## src/rtl/seq_array_divider.sv

```systemverilog
// Sequential restoring divider: DW-bit dividend by VW-bit divisor, one quotient bit per clock, MSB first.
// Companion to the 4x4 array multiplier; a product divided by one operand returns the other.
module seq_array_divider #(
  parameter int DW = 8,
  parameter int VW = 4
) (
  input  logic          clk,
  input  logic          rst_n,
  input  logic          start,
  input  logic [DW-1:0] dividend,
  input  logic [VW-1:0] divisor,
  output logic          busy,
  output logic          done,
  output logic [DW-1:0] quotient,
  output logic [VW-1:0] remainder,
  output logic          div_by_zero
);

  localparam int CW = $clog2(DW + 1);

  typedef enum logic [1:0] {IDLE, RUN, ZERO} state_t;

  state_t        state_q;
  logic [CW-1:0] cnt_q;
  logic [VW:0]   rem_q;
  logic [DW-1:0] dvd_q;
  logic [VW-1:0] dvs_q;
  logic [DW-1:0] quotient_q;
  logic [VW-1:0] remainder_q;
  logic          dbz_q;
  logic          busy_q;
  logic          done_q;

  logic [VW+1:0] shifted;
  logic [VW+1:0] diff;
  logic          qbit;
  logic [VW:0]   rem_d;
  logic [DW-1:0] dvd_d;

  // One restoring step: shift the next dividend bit into the partial remainder, trial-subtract.
  always_comb begin
    shifted = {rem_q, dvd_q[DW-1]};
    diff    = shifted - (VW+2)'(dvs_q);
    qbit    = (shifted >= (VW+2)'(dvs_q));
    rem_d   = qbit ? (VW+1)'(diff) : (VW+1)'(shifted);
    dvd_d   = {dvd_q[DW-2:0], qbit};
  end

  always_ff @(posedge clk or negedge rst_n) begin
    if (!rst_n) begin
      state_q     <= IDLE;
      cnt_q       <= '0;
      rem_q       <= '0;
      dvd_q       <= '0;
      dvs_q       <= '0;
      quotient_q  <= '0;
      remainder_q <= '0;
      dbz_q       <= 1'b0;
      busy_q      <= 1'b0;
      done_q      <= 1'b0;
    end else begin
      done_q <= 1'b0;
      case (state_q)
        IDLE: begin
          if (start) begin
            dvd_q  <= dividend;
            dvs_q  <= divisor;
            rem_q  <= '0;
            cnt_q  <= '0;
            busy_q <= 1'b1;
            state_q <= (divisor == '0) ? ZERO : RUN;
          end
        end
        RUN: begin
          rem_q <= rem_d;
          dvd_q <= dvd_d;
          cnt_q <= cnt_q + CW'(1);
          // Last iteration: the dividend shift register now holds the full quotient.
          if (cnt_q == CW'(DW - 1)) begin
            quotient_q  <= dvd_d;
            remainder_q <= rem_d[VW-1:0];
            dbz_q       <= 1'b0;
            done_q      <= 1'b1;
            busy_q      <= 1'b0;
            state_q     <= IDLE;
          end
        end
        ZERO: begin
          quotient_q  <= '1;
          remainder_q <= '0;
          dbz_q       <= 1'b1;
          done_q      <= 1'b1;
          busy_q      <= 1'b0;
          state_q     <= IDLE;
        end
        default: begin
          busy_q  <= 1'b0;
          state_q <= IDLE;
        end
      endcase
    end
  end

  assign busy        = busy_q;
  assign done        = done_q;
  assign quotient    = quotient_q;
  assign remainder   = remainder_q;
  assign div_by_zero = dbz_q;

endmodule

```

## config.mk

```make
export PLATFORM = sky130hd
export DESIGN_NAME = seq_array_divider
export DESIGN_NICKNAME = d
export VERILOG_FILES = /design/src/rtl/seq_array_divider.sv
export SDC_FILE = /design/constraint.sdc
export NUM_CORES = 1
export LEC_CHECK = 0
export BUFFER_PORTS_ARGS = -buffer_cell sky130_fd_sc_hd__buf_2
export CAP_MARGIN = 0
export CORE_MARGIN = 3
export CORE_UTILIZATION = 35
export CTS_BUF_LIST = sky130_fd_sc_hd__clkbuf_4 sky130_fd_sc_hd__clkbuf_8 sky130_fd_sc_hd__clkbuf_16
export DETAILED_ROUTE_END_ITERATION = 10
export PLACE_DENSITY = 0.52
export SLEW_MARGIN = 15
export SYNTH_ARGS = -nofsm -noshare
export SYNTH_HDL_FRONTEND = slang
export SYNTH_SLANG_ARGS = --single-unit
```

## constraint.sdc

```tcl
create_clock -name clk -period 2.25 [get_ports clk]
set_input_delay 0.225 -clock clk [delete_from_list [all_inputs] [get_ports clk]]
set_output_delay 0.225 -clock clk [all_outputs]
set_load 0.005 [all_outputs]
```

# == Yosys cells after proc, flatten, opt, wreduce, memory -nomap -nowiden ==
# Cells that the tools add are included.
# classes
n_addsub,2
order_cmp,1
n_eq_ne,5
muxes,21
reduce_logical,8
# ops
operator,n
$pmux 8 s2,2
$mux 8,2
$pmux 4 s2,2
$mux 5,2
$pmux 5 s2,1
$mux 4,2
$reduce_and 2->1,4
$ge 6x4->1,1
$mux 2,3
$pmux 1 s2,3
$sub 5x4->5,1
$add 4x1->4 const B,1
$eq 4x3->1 const B,1
$logic_not 4->1,1
$ne 2x2->1 const B,2
$pmux 2 s2,1
$reduce_bool 2->1,2
$mux 1,3
$eq 2x1->1 const B,1
$eq 2x2->1 const B,1
$logic_not 2->1,1
# word_totals
ff_bits,38
inputBits,15
out_inout_bits,15
elab_cells,47

# == Logic depth before layout (Yosys ltp) ==
# Gate-level depths: netlist of the first run.
# logic_depth
word_depth,4
mapped_depth,9

# == Worst setup path after synthesis of the first run ==
# OpenSTA, ideal clock, no wires.
# synth_timing
path_type,register -> register
from,reg dvd_q[7]
to,reg rem_q[4]
setup_time_ns,0.087
t_arrival_ns,1.886
setup_slack_ns,0.278
stages_incl_launch_ff,9
path_buffers,0
cell_sequence,dfrtp_1 inv_1 ha_1 inv_1 fa_1 a21o_1 a21oi_2 or4b_1 o211ai_1
# synth_between
elab_chain_cells,3
# synth_rtl
item,line_no,text
start: declaration,26,logic [DW-1:0] dvd_q;
start signal: assignment,66,dvd_q <= dividend;
start signal: assignment,76,dvd_q <= dvd_d;
$sub 5x4->5 / $ge 6x4->1 (equally long branches),"43, 44",
$mux 5 *,45,rem_d = qbit ? (VW+1)'(diff) : (VW+1)'(shifted);
$pmux 5 s2 *,63,case (state_q)
end signal: assignment,75,rem_q <= rem_d;
end: declaration,25,logic [VW:0] rem_q;
# Every way passes the cells marked *; elsewhere a longest branch is shown, timed or not.
# A chain may end at the register's enable or synchronous reset.

# == Final worst setup path of the first run ==
# layout_timing
from,reg dvd_q[7]
to,reg rem_q[2]
# Same word-level chain as after synthesis.

==> results of run 1 <==
[layer usage]
| metal | global-route usage (%) | part of all wire, % | vias to the layer above |
|---|---|---|---|
| li1 | - | - | 809 |
| met1 | 22.9 | 49 | 835 |
| met5 | 0 | 0 | - |
| met3 | 3.73 | 4.9 | 5 |
| met4 | 3.99 | 0.74 | 0 |
| met2 | 24.7 | 45 | 39 |
[area by class of cell]
| type | instances | area [sq um] |
|---|---|---|
| multi-input cells | 144 | 971 |
| flip-flops and latches | 38 | 951 |
| fillers | 533 | 2930 |
| repair buffers | 43 | 250 |
| clock buffers | 7 | 83.8 |
| inverters | 9 | 33.8 |
| clock inverters | 1 | 30.0 |
| well taps | 70 | 87.6 |
[placed cells by master, fill, tap and decap left out, types with 2 or more instances in the layout]
master and n:
o211ai_1 3, nor2_1 13, buf_2 29, o21ai_1 9, nand3b_1 2, inv_1 8, nand2b_1 2, xnor2_1 2
a311o_1 2, or2_1 2, dfrtp_1 38, and2_1 3, buf_4 14, nand4_1 4, nand2_1 22, clkbuf_8 5
nor3_1 4, nor2b_1 4, a211oi_1 2, a21o_1 2, mux2_2 4, a211o_1 2, a32oi_1 2, ha_1 8
a22o_1 3, clkbuf_4 2, o22ai_1 7, mux2i_1 9, a21oi_1 16, o31ai_1 2, nand3_1 3
[kinds of logic after synthesis]
group,Yosys count,share of synthesized area (%)
adders and majority gates,9,5.97
buffers and inverters,20,4.79
xor gates and xnor gates,2,0.871
AOI/OAI and AO/OA,55,17.9
muxes,13,6.72
DFF,38,47.3
and+or+nand+nor,65,16.5
[power by group]
part           leakage [nW]  switching [mW]  internal, mW  total, mW
sequential            0.459           0.209         0.939       1.15
combinational         0.573           0.881         0.722       1.60
clock                0.0593           0.244         0.356      0.600
total                  1.09            1.33          2.02       3.35
[cell usage after synthesis, types with 2 or more instances]
library cell,n
a211o_1,2
a211oi_1,2
a21o_1,2
a21oi_1,16
a22o_1,3
a311o_1,2
a32oi_1,2
and2_1,3
buf_2,5
buf_6,2
clkbuf_1,4
dfrtp_1,38
ha_1,8
inv_1,8
mux2_2,4
mux2i_1,9
nand2_1,22
nand2b_1,2
nand3_1,3
nand3b_1,2
nand4_1,4
nor2_1,13
nor2b_1,4
nor3_1,4
o211ai_1,3
o21ai_1,9
o22ai_1,7
o31ai_1,2
or2_1,2
xnor2_1,2
[critical path, delay by kind of cell (launching register included)]
kind | cells | cell delay [ps]
flops | 1 | 390
compound gates | 4 | 750
buf+inv | 3 | 270
fa+ha+maj | 2 | 540
[flip-flops by register name (all words and copies together), names as in the netlist]
signal       flops
busy             1
cnt_q            4
div_by_zero      1
done             1
dvd_q            8
dvs_q            4
quotient         8
rem_q            5
remainder        4
state_q          2
[stage by stage]
step                      hold WS [ps]  setup slack (ps)  util, %  cell area, sq um
after floorplan                  -70.6               278        -              2010
after global placement             405               140     42.6              2270
after detailed placement           403               103     42.6              2270
after CTS                         81.9              86.2     44.7              2380
after global routing               114             0.598     45.1              2410
final                             52.3               165     45.1              2410
[worst paths after layout]
kind | depth (start not counted) | end | slack (ps)
max | 9 | rem_q[2] | 160
min | 1 | quotient[4] | 50
max reg2reg | 9 | rem_q[2] | 160
min reg2reg | 2 | remainder[0] | 510
max in group asynchronous | 1 | remainder[1] | 1640
min in group clk | 2 | dvs_q[2] | 170
[timing repair]
action                     4_1_cts  5_1_grt
setup buffers                    0        2
setup endpoints to repair        0        8
gates resized for setup          0        1
==> impl_results.md, run 1 <==
* Status: finished clean
* CP Cell Sequence: inv_1 -> ha_1 -> inv_1 -> fa_1 -> a21o_1 -> a21oi_4 -> buf_4 -> a211oi_1 -> a311o_1
* WL per Instance at 15.6 um
* I/O pin count at 30
* Crit Path Class: flip-flop to flip-flop
* Die area at approximately 6700 sq um
* Netlist cell types at between 40 and 50
* Synth top area share at a little under half
* Yosys top cell by area: dfrtp_1
* GRT Overall Usage at approximately 16%
* Total wire length at between 4000 and 5000 um
* Critical path startpoint: dvd_q[7]
* Antenna-violating nets left at 0
* WP data required at approximately 2400 ps
* DRC marker count from the first detailed-route iteration at 68
* Yosys reg bits at 38
* CTS Hold Bufs at 0
* Worst Clk Skew at approximately 8.7 ps
* CORE AREA at ~5300 sq um
* Setup crit end kind: flip-flop
* RSZ-0062 raised after global routing: no
* First-pass GRT wire length at 8200 um
* Reg2reg start: dvd_q[7]
* Die Wd at ~82 um
* Worst path slowest cell: dfrtp_1
* IO buf count at 29
* Sequential fraction of the synthesis area at roughly 47%
* Final Hold Fails at 0
* Largest stage delay, worst path at between 300 and 400 ps
* Final Non-Filler Cells at around 310
* Overflow after GRT at 0
* Synth top area cells: dfrtp_1 47%, ha_1 5.0%, mux2i_1 4.5%
* Yosys warning total at 0
* # rows at 26
* Synthesized area at 2010 sq um
* Most used cell, CP: inv_1
* CTS root buf: clkbuf_8
* Setup TNS at 0 ps
* Max transition margin at around two fifths
* Syn Area/Cell at ~10 sq um
* Clk buf depth at 2
* Period minus WS final at 2090 ps
* Placed Instances at a little over 300
* Clk slew on worst S/H paths at around 80 ps
* Layout cells sized above 1 at 24.0%
* Pwr/cell area at ~1400 nW/um^2
* MaxCap Viol Count at 0
* DR vias at about 1,700
* Main synth FF type: dfrtp_1
* Detailed Place HPWL at 3600 um
* Fmax at around 480 MHz
* Total power at 3.35 mW
* Vias in the first global route at between 1,500 and 2,000
* Number of synthesized flops with an enable pin at 0
* Remaining DRCs at 0
* Routed vias/inst at roughly 5.4
* Synth Net Count at 226
* Worst-Skew Late Latency at 290 ps
* Largest net degree at the start of global routing at 39
* Leakage at roughly 1.1 nW
* H-tree Lvls at 2
* Final setup violation count at 0
* Clock buffers created by TritonCTS at 5
* # clock sinks at 38
* Final Max Slew Viols at 0
* Crit path max fanout at 6
* Initial Util at a little under two fifths
* VDD IR-drop max at about 0.95 mV
* Type of origin of the critical path: flip-flop
* Nets at 265
* CTS tree: yes
* Async S/R FF share, synth at 100%
* Crit share post-route at between 90% and 100%
* Slew @ Worst Pin at approximately 880 ps
* Die H at approximately 82 um
* Area Overhead vs Synth at 19.7%
* Critical path arrival at roughly 2300 ps
* Syn Inst Count at 202
* Ant diodes at 0
* Hold crit path type: input pin to asynchronous set/reset pin
* Initial antenna violation count at 0
* GP Congestion at ~0.76
* DRT Pass-1 Iters at 4
Power figures use the tool's default switching activity.
==> inputs of run 2 (changes only) <==
--- a/config.mk
+++ b/config.mk
@@ -5,13 +5,13 @@
 export SDC_FILE = /design/constraint.sdc
 export NUM_CORES = 1
 export LEC_CHECK = 0
-export BUFFER_PORTS_ARGS = -buffer_cell sky130_fd_sc_hd__buf_2
+export BUFFER_PORTS_ARGS = -buffer_cell sky130_fd_sc_hd__buf_4
 export CAP_MARGIN = 0
 export CORE_MARGIN = 3
 export CORE_UTILIZATION = 35
 export CTS_BUF_LIST = sky130_fd_sc_hd__clkbuf_4 sky130_fd_sc_hd__clkbuf_8 sky130_fd_sc_hd__clkbuf_16
 export DETAILED_ROUTE_END_ITERATION = 10
-export PLACE_DENSITY = 0.52
+export PLACE_DENSITY_LB_ADDON = 0.05
 export SLEW_MARGIN = 15
 export SYNTH_ARGS = -nofsm -noshare
 export SYNTH_HDL_FRONTEND = slang
==> run 2 against run 1 <==
Compared with the run above:
- combinational power rose by 3%
- maximum frequency shrank 0.61%
- first-iteration DRC count fell by 4.4%
- utilization up 0.91 points
- critical path type unchanged
- largest power group unchanged
==> impl_results.md, run 2 (synthesized netlist as in run 1, its figures left out) <==
* Final Non-Filler Cells at slightly above 300
* Most frequent cells in the layout: 41 x buf_4, 38 x dfrtp_1, 22 x nand2_1
* VDD IR-drop max at a little over 0.6 mV
* Overflow after GRT at 0
* I/O pin count at 30
* GP Congestion at about 0.84
* Crit share post-route at 93.3%
* Type of origin of the critical path: flip-flop
* MaxCap Viol Count at 0
* GRT Overall Usage at between 10% and 20%
* Status: finished clean
* Combinational Power Share at around half
* Die H at roughly 80 um
* Largest stage delay, worst path at approximately 450 ps
* Total wire length at 5030 um
* Final Util at 46.0%
* Initial antenna violation count at 0
* First-pass GRT wire length at ~8400 um
* # rows at 26
* Leading cell type in the layout, fill and taps excluded: buf_4
* Reg2reg start: dvd_q[7]
* Clk slew on worst S/H paths at ~80 ps
* Most used cell, CP: inv_1
* Period minus WS final at 2100 ps
* Crit Reg-Reg Endpoint: rem_q[4]
* Post-CTS setup buffer count at 0
* Max transition margin at between 60% and 70%
* Vias in the first global route at between 1,500 and 2,000
* # clock sinks at 38
* CP Cell Sequence: inv_1 -> ha_1 -> inv_1 -> fa_1 -> a21o_1 -> a21oi_4 -> or4b_1 -> o211ai_1
* Initial Util at 37.7%
* Nets at 264
* IO buf count at 29
* H-tree Lvls at 2
* Worst Clk Skew at roughly 5.7 ps
* Pwr/cell area at ~1300 nW/um^2
* Ant diodes at 0
* Hold_sp: divisor[2]
* Area Overhead vs Synth at 22.2%
* P_int at 1.96 mW
* CTS tree: yes
* Fmax at between 400 and 500 MHz
* Sw Share at between 40% and 50%
* Worst-Skew Late Latency at 290 ps
* Worst path slowest cell: or4b_1
* Total power at about 3.3 mW
* Placed Instances at just over 300
* CTS root buf: clkbuf_8
* R2R depth at 8
* Final Max Slew Viols at 0
* Leakage at around 1.1 nW
* Antenna-violating nets left at 0
* WP data required at roughly 2500 ps
* Remaining DRCs at 0
* Setup TNS at 0 ps
* DR vias at between 1,500 and 2,000
* CORE AREA at between 5000 and 6000 sq um
* Crit Path Class: flip-flop to flip-flop
* Clock share of power at 15.2%
* Hold EP: dvs_q[2]
* Detailed Place HPWL at between 3000 and 4000 um
* DRC marker count from the first detailed-route iteration at between 60 and 70
* RSZ-0062 raised after global routing: no
* R2R Setup Slk at roughly 150 ps
* Die Wd at between 80 and 90 um
* Switch Pwr at roughly 1.3 mW
* Clk buf depth at 2
* Slew @ Worst Pin at a little over 500 ps
* Critical path arrival at about 2300 ps
* Clock buffers created by TritonCTS at 5
* Layout cells sized above 1 at about 23%
* Routed vias/inst at approximately 5.4
* Final Hold Fails at 0
* Die area at around 6700 sq um
* Hold path cells at 2
* Final setup violation count at 0
* DRT Pass-1 Iters at 4
* Setup crit end kind: flip-flop
* WL per Instance at roughly 16 um
* Hold crit path type: input pin to flip-flop
* Crit path max fanout at 6
* Largest net degree at the start of global routing at 39
* Sequential Power Share at between 30% and 40%
[run 2: cell types whose count changed in the layout (fill, tap and decap cells not counted)]
cell,delta
buf_4,+27
bufinv_16,-1
buf_2,-29
clkbuf_8,+1
clkinv_2,+1
dlygate4sd3_1,+1
clkbuf_4,-1
[run 2: power groups by stage]
stage	Sequential [mW]	Combinational, mW	Clock [mW]
detailed placement	1.17	1.63	0
global route	1.20	1.84	0.557
CTS	1.16	1.64	0.525
global placement	1.16	1.59	0
floorplan	1.12	1.13	0
finish	1.16	1.65	0.503
[run 2: worst max-delay path, delay by kind of cell (launching register included)]
kind | cells | cell delay, ps
AO/OA/AOI/OAI | 3 | 490
adder cells (fa/ha/maj) | 2 | 560
buffers and inverters | 2 | 130
flip-flops | 1 | 400
AND/OR/NAND/NOR | 1 | 450
[run 2: layout make-up]
cell class                      count  area (sq um)
Clock buffer                        7          90.1
Inverter                            9          33.8
Timing Repair Buffer               42           318
Clock inverter                      1          5.00
Fill cell                         531          2880
Multi-Input combinational cell    144           971
Tap cell                           70          87.6
Sequential cell                    38           951
[run 2: per-layer routing]
metal | vias to the layer above | global-route usage (%) | share of wire (%)
met5 | - | 0 | 0
met4 | 0 | 7.97 | 2.7
met3 | 14 | 2.96 | 3.6
met2 | 35 | 26.6 | 48
met1 | 808 | 21.6 | 46
li1 | 807 | - | -
[run 2: how the worst max path moves through the flow]
stage / startpoint / to / slack (ps) / cells after the start
2_1_floorplan: dvd_q[7] / rem_q[4] / 280 / 8
3_3_place_gp: dvd_q[7] / rem_q[4] / 180 / 8
3_5_place_dp: dvd_q[7] / rem_q[4] / 120 / 8
4_1_cts: dvd_q[7] / rem_q[4] / 120 / 8
5_1_grt: dvd_q[7] / rem_q[4] / 2 / 8
6_report: dvd_q[7] / rem_q[4] / 150 / 8
[run 2: per-stage QoR]
stage	cell area (sq um)	worst slack [ps]	hold WS (ps)
6_report	2460	152	173
5_1_grt	2460	2.40	160
2_1_floorplan	2010	278	-70.6
3_5_place_dp	2340	117	230
4_1_cts	2450	116	160
3_3_place_gp	2340	175	221
[run 2: repair_timing]
action,CTS,global route
hold buffers,1,0
resized for setup,0,1
endpoints found under the hold margin,38,0
setup endpoints to repair,0,6
==> inputs of run 3 (changes only) <==
--- a/config.mk
+++ b/config.mk
@@ -7,10 +7,13 @@
 export LEC_CHECK = 0
 export BUFFER_PORTS_ARGS = -buffer_cell sky130_fd_sc_hd__buf_4
 export CAP_MARGIN = 0
+export CELL_PAD_IN_SITES_DETAIL_PLACEMENT = 1
+export CELL_PAD_IN_SITES_GLOBAL_PLACEMENT = 1
 export CORE_MARGIN = 3
-export CORE_UTILIZATION = 35
+export CORE_UTILIZATION = 43
 export CTS_BUF_LIST = sky130_fd_sc_hd__clkbuf_4 sky130_fd_sc_hd__clkbuf_8 sky130_fd_sc_hd__clkbuf_16
 export DETAILED_ROUTE_END_ITERATION = 10
+export HOLD_SLACK_MARGIN = 0.02
 export PLACE_DENSITY_LB_ADDON = 0.05
 export SLEW_MARGIN = 15
 export SYNTH_ARGS = -nofsm -noshare
==> run 3 against run 2 <==
Compared with the run above:
- utilization increased by 8.7 points
- register-to-register slack got worse by 40 ps
- final area is 0.87% lower
- largest cell class unchanged
- largest power group unchanged
- highest routed layer unchanged
==> impl_results.md, run 3 (synthesized netlist as in run 1, its figures left out) <==
* Status: finished clean
* Fin area at between 2000 and 2500 sq um
* R2R depth at 9
* IO buf count at 29
* MaxCap Viol Count at 0
* Detailed Place HPWL at just over 4000 um
* GP Congestion at 0.803
* Initial Util at between 40% and 50%
* Ant diodes at 0
* Remaining DRCs at 0
* # rows at 24
* Crit Path Class: flip-flop to flip-flop
* WL per Instance at between 15 and 20 um
* Clk slew on worst S/H paths at around 80 ps
* Final Max Slew Viols at 0
* DRC marker count from the first detailed-route iteration at 109
* Vias in the first global route at 1,742
* Die H at ~74 um
* Hold path cells at 2
* Initial antenna violation count at 0
* Reg2reg start: dvd_q[7]
* R2R Setup Slk at 110 ps
* Worst-Skew Late Latency at roughly 300 ps
* Crit share post-route at a little over nine tenths
* Clock buffers created by TritonCTS at 5
* I/O pin count at 30
* Sw Share at about two fifths
* Fmax at about 470 MHz
* Critical path arrival at roughly 2400 ps
* VDD IR-drop max at ~0.64 mV
* RSZ-0062 raised after global routing: no
* Sequential Power Share at roughly a third
* DRT Pass-1 Iters at 4
* Type of origin of the critical path: flip-flop
* H-tree Lvls at 2
* Pwr/cell area at ~1400 nW/um^2
* Max transition margin at 64.8%
* CTS root buf: clkbuf_8
* WP data required at roughly 2500 ps
* Final Hold Fails at 0
* Leakage at ~1.1 nW
* Total wire length at roughly 5500 um
* Critical path startpoint: dvd_q[7]
* Crit Reg-Reg Endpoint: rem_q[4]
* First-pass GRT wire length at between 8000 and 9000 um
* CORE AREA at ~4400 sq um
* Routed vias/inst at roughly 6
* DR vias at about 1,700
* CTS tree: yes
* Antenna-violating nets left at 0
* Clock share of power at roughly 15%
* Final setup violation count at 0
* Most frequent cells in the layout: 40 x buf_4, 38 x dfrtp_1, 22 x nand2_1
* Area Overhead vs Synth at 21.1%
* Area after DPL at ~2300 sq um
* Setup TNS at 0 ps
* Crit path max fanout at 7
* Layout cells sized above 1 at between 20 and 25%
* Period minus WS final at approximately 2100 ps
* Hold crit path type: input pin to flip-flop
* Switch Pwr at between 1 and 1.5 mW
* Combinational Power Share at 50.6%
* Clk buf depth at 2
* GRT Overall Usage at 21.1%
* Die Wd at between 70 and 80 um
* Slew @ Worst Pin at 526 ps
* Worst Setup EP: rem_q[4]
* Largest net degree at the start of global routing at 39
* Leading cell type in the layout, fill and taps excluded: buf_4
* P_int at 1.96 mW
* Worst Clk Skew at slightly above 8 ps
* Overflow after GRT at 0
* # clock sinks at 38
* Total power at between 3 and 4 mW
* Nets at approximately 260
* Setup crit end kind: flip-flop
* Fillcell total at between 500 and 600
* Die area at about 5500 sq um
==> run 3: cell count changes in the layout (fill, tap and decap cells not counted), sizes merged <==
cell	change
clkbuf	-1
clkinvlp	+1
==> run 3: timing repair <==
item                       4_1_cts  5_1_grt
setup endpoints to repair        4        8
hold buffers                     1        0
hold endpoints to repair        38        0
buffers inserted                 0        3
gates resized for setup          2        2
==> run 3: how the worst min path moves through the flow <==
stage / startpoint / endpoint / slack, ps
after global placement: rst_n / quotient[5] / 220
after global routing: divisor[1] / dvs_q[1] / 170
final: divisor[1] / dvs_q[1] / 170
after detailed placement: rst_n / quotient[2] / 230
after floorplan: rst_n / busy / -70
after CTS: divisor[1] / dvs_q[1] / 160
==> run 3: critical path: stages, from the launching register on <==
cell and delay, ps:
dfrtp_1 390, inv_2 70, ha_2 170, inv_1 50
fa_2 360, a21o_1 180, a21oi_2 150, buf_6 130
or4b_1 430, o211ai_1 110
==> run 3: layout make-up <==
class | count | area [sq um] | share of cell area [%]
inverters | 9 | 33.8 | 1.39
clock inverters | 2 | 12.5 | 0.514
flip-flops and latches | 38 | 951 | 39.1
well taps | 52 | 65.1 | 2.67
repair buffers | 42 | 322 | 13.2
clock buffers | 6 | 82.6 | 3.39
multi-input cells | 144 | 968 | 39.8
==> run 3: layer usage <==
| layer | part of all wire, % | GRT usage [%] | wire [um] |
|---|---|---|---|
| met1 | 48 | 29.1 | 2650 |
| met2 | 46 | 33.3 | 2510 |
| met3 | 4.7 | 4.86 | 259 |
| met4 | 1.1 | 5.93 | 62 |
| met5 | 0 | 0 | 0 |
==> run 3: stage by stage <==
step                cells  worst slack (ps)  hold slack (ps)  utilization, %
finish                293               108              167            54.8
global route          293              12.2              165            54.8
CTS                   290              17.4              164            54.2
detailed placement    281             -32.2              230            51.7
global placement      281               120              220            51.7
floorplan             202               278            -70.6               -
==> run 3: power groups by stage <==
| stage | clock (mW) | combinational, mW | sequential, mW |
|---|---|---|---|
| finish | 0.506 | 1.71 | 1.16 |
| global placement | 0 | 1.53 | 1.16 |
| CTS | 0.514 | 1.65 | 1.17 |
| global route | 0.546 | 1.90 | 1.20 |
| floorplan | 0 | 1.13 | 1.12 |
| detailed placement | 0 | 1.61 | 1.18 |
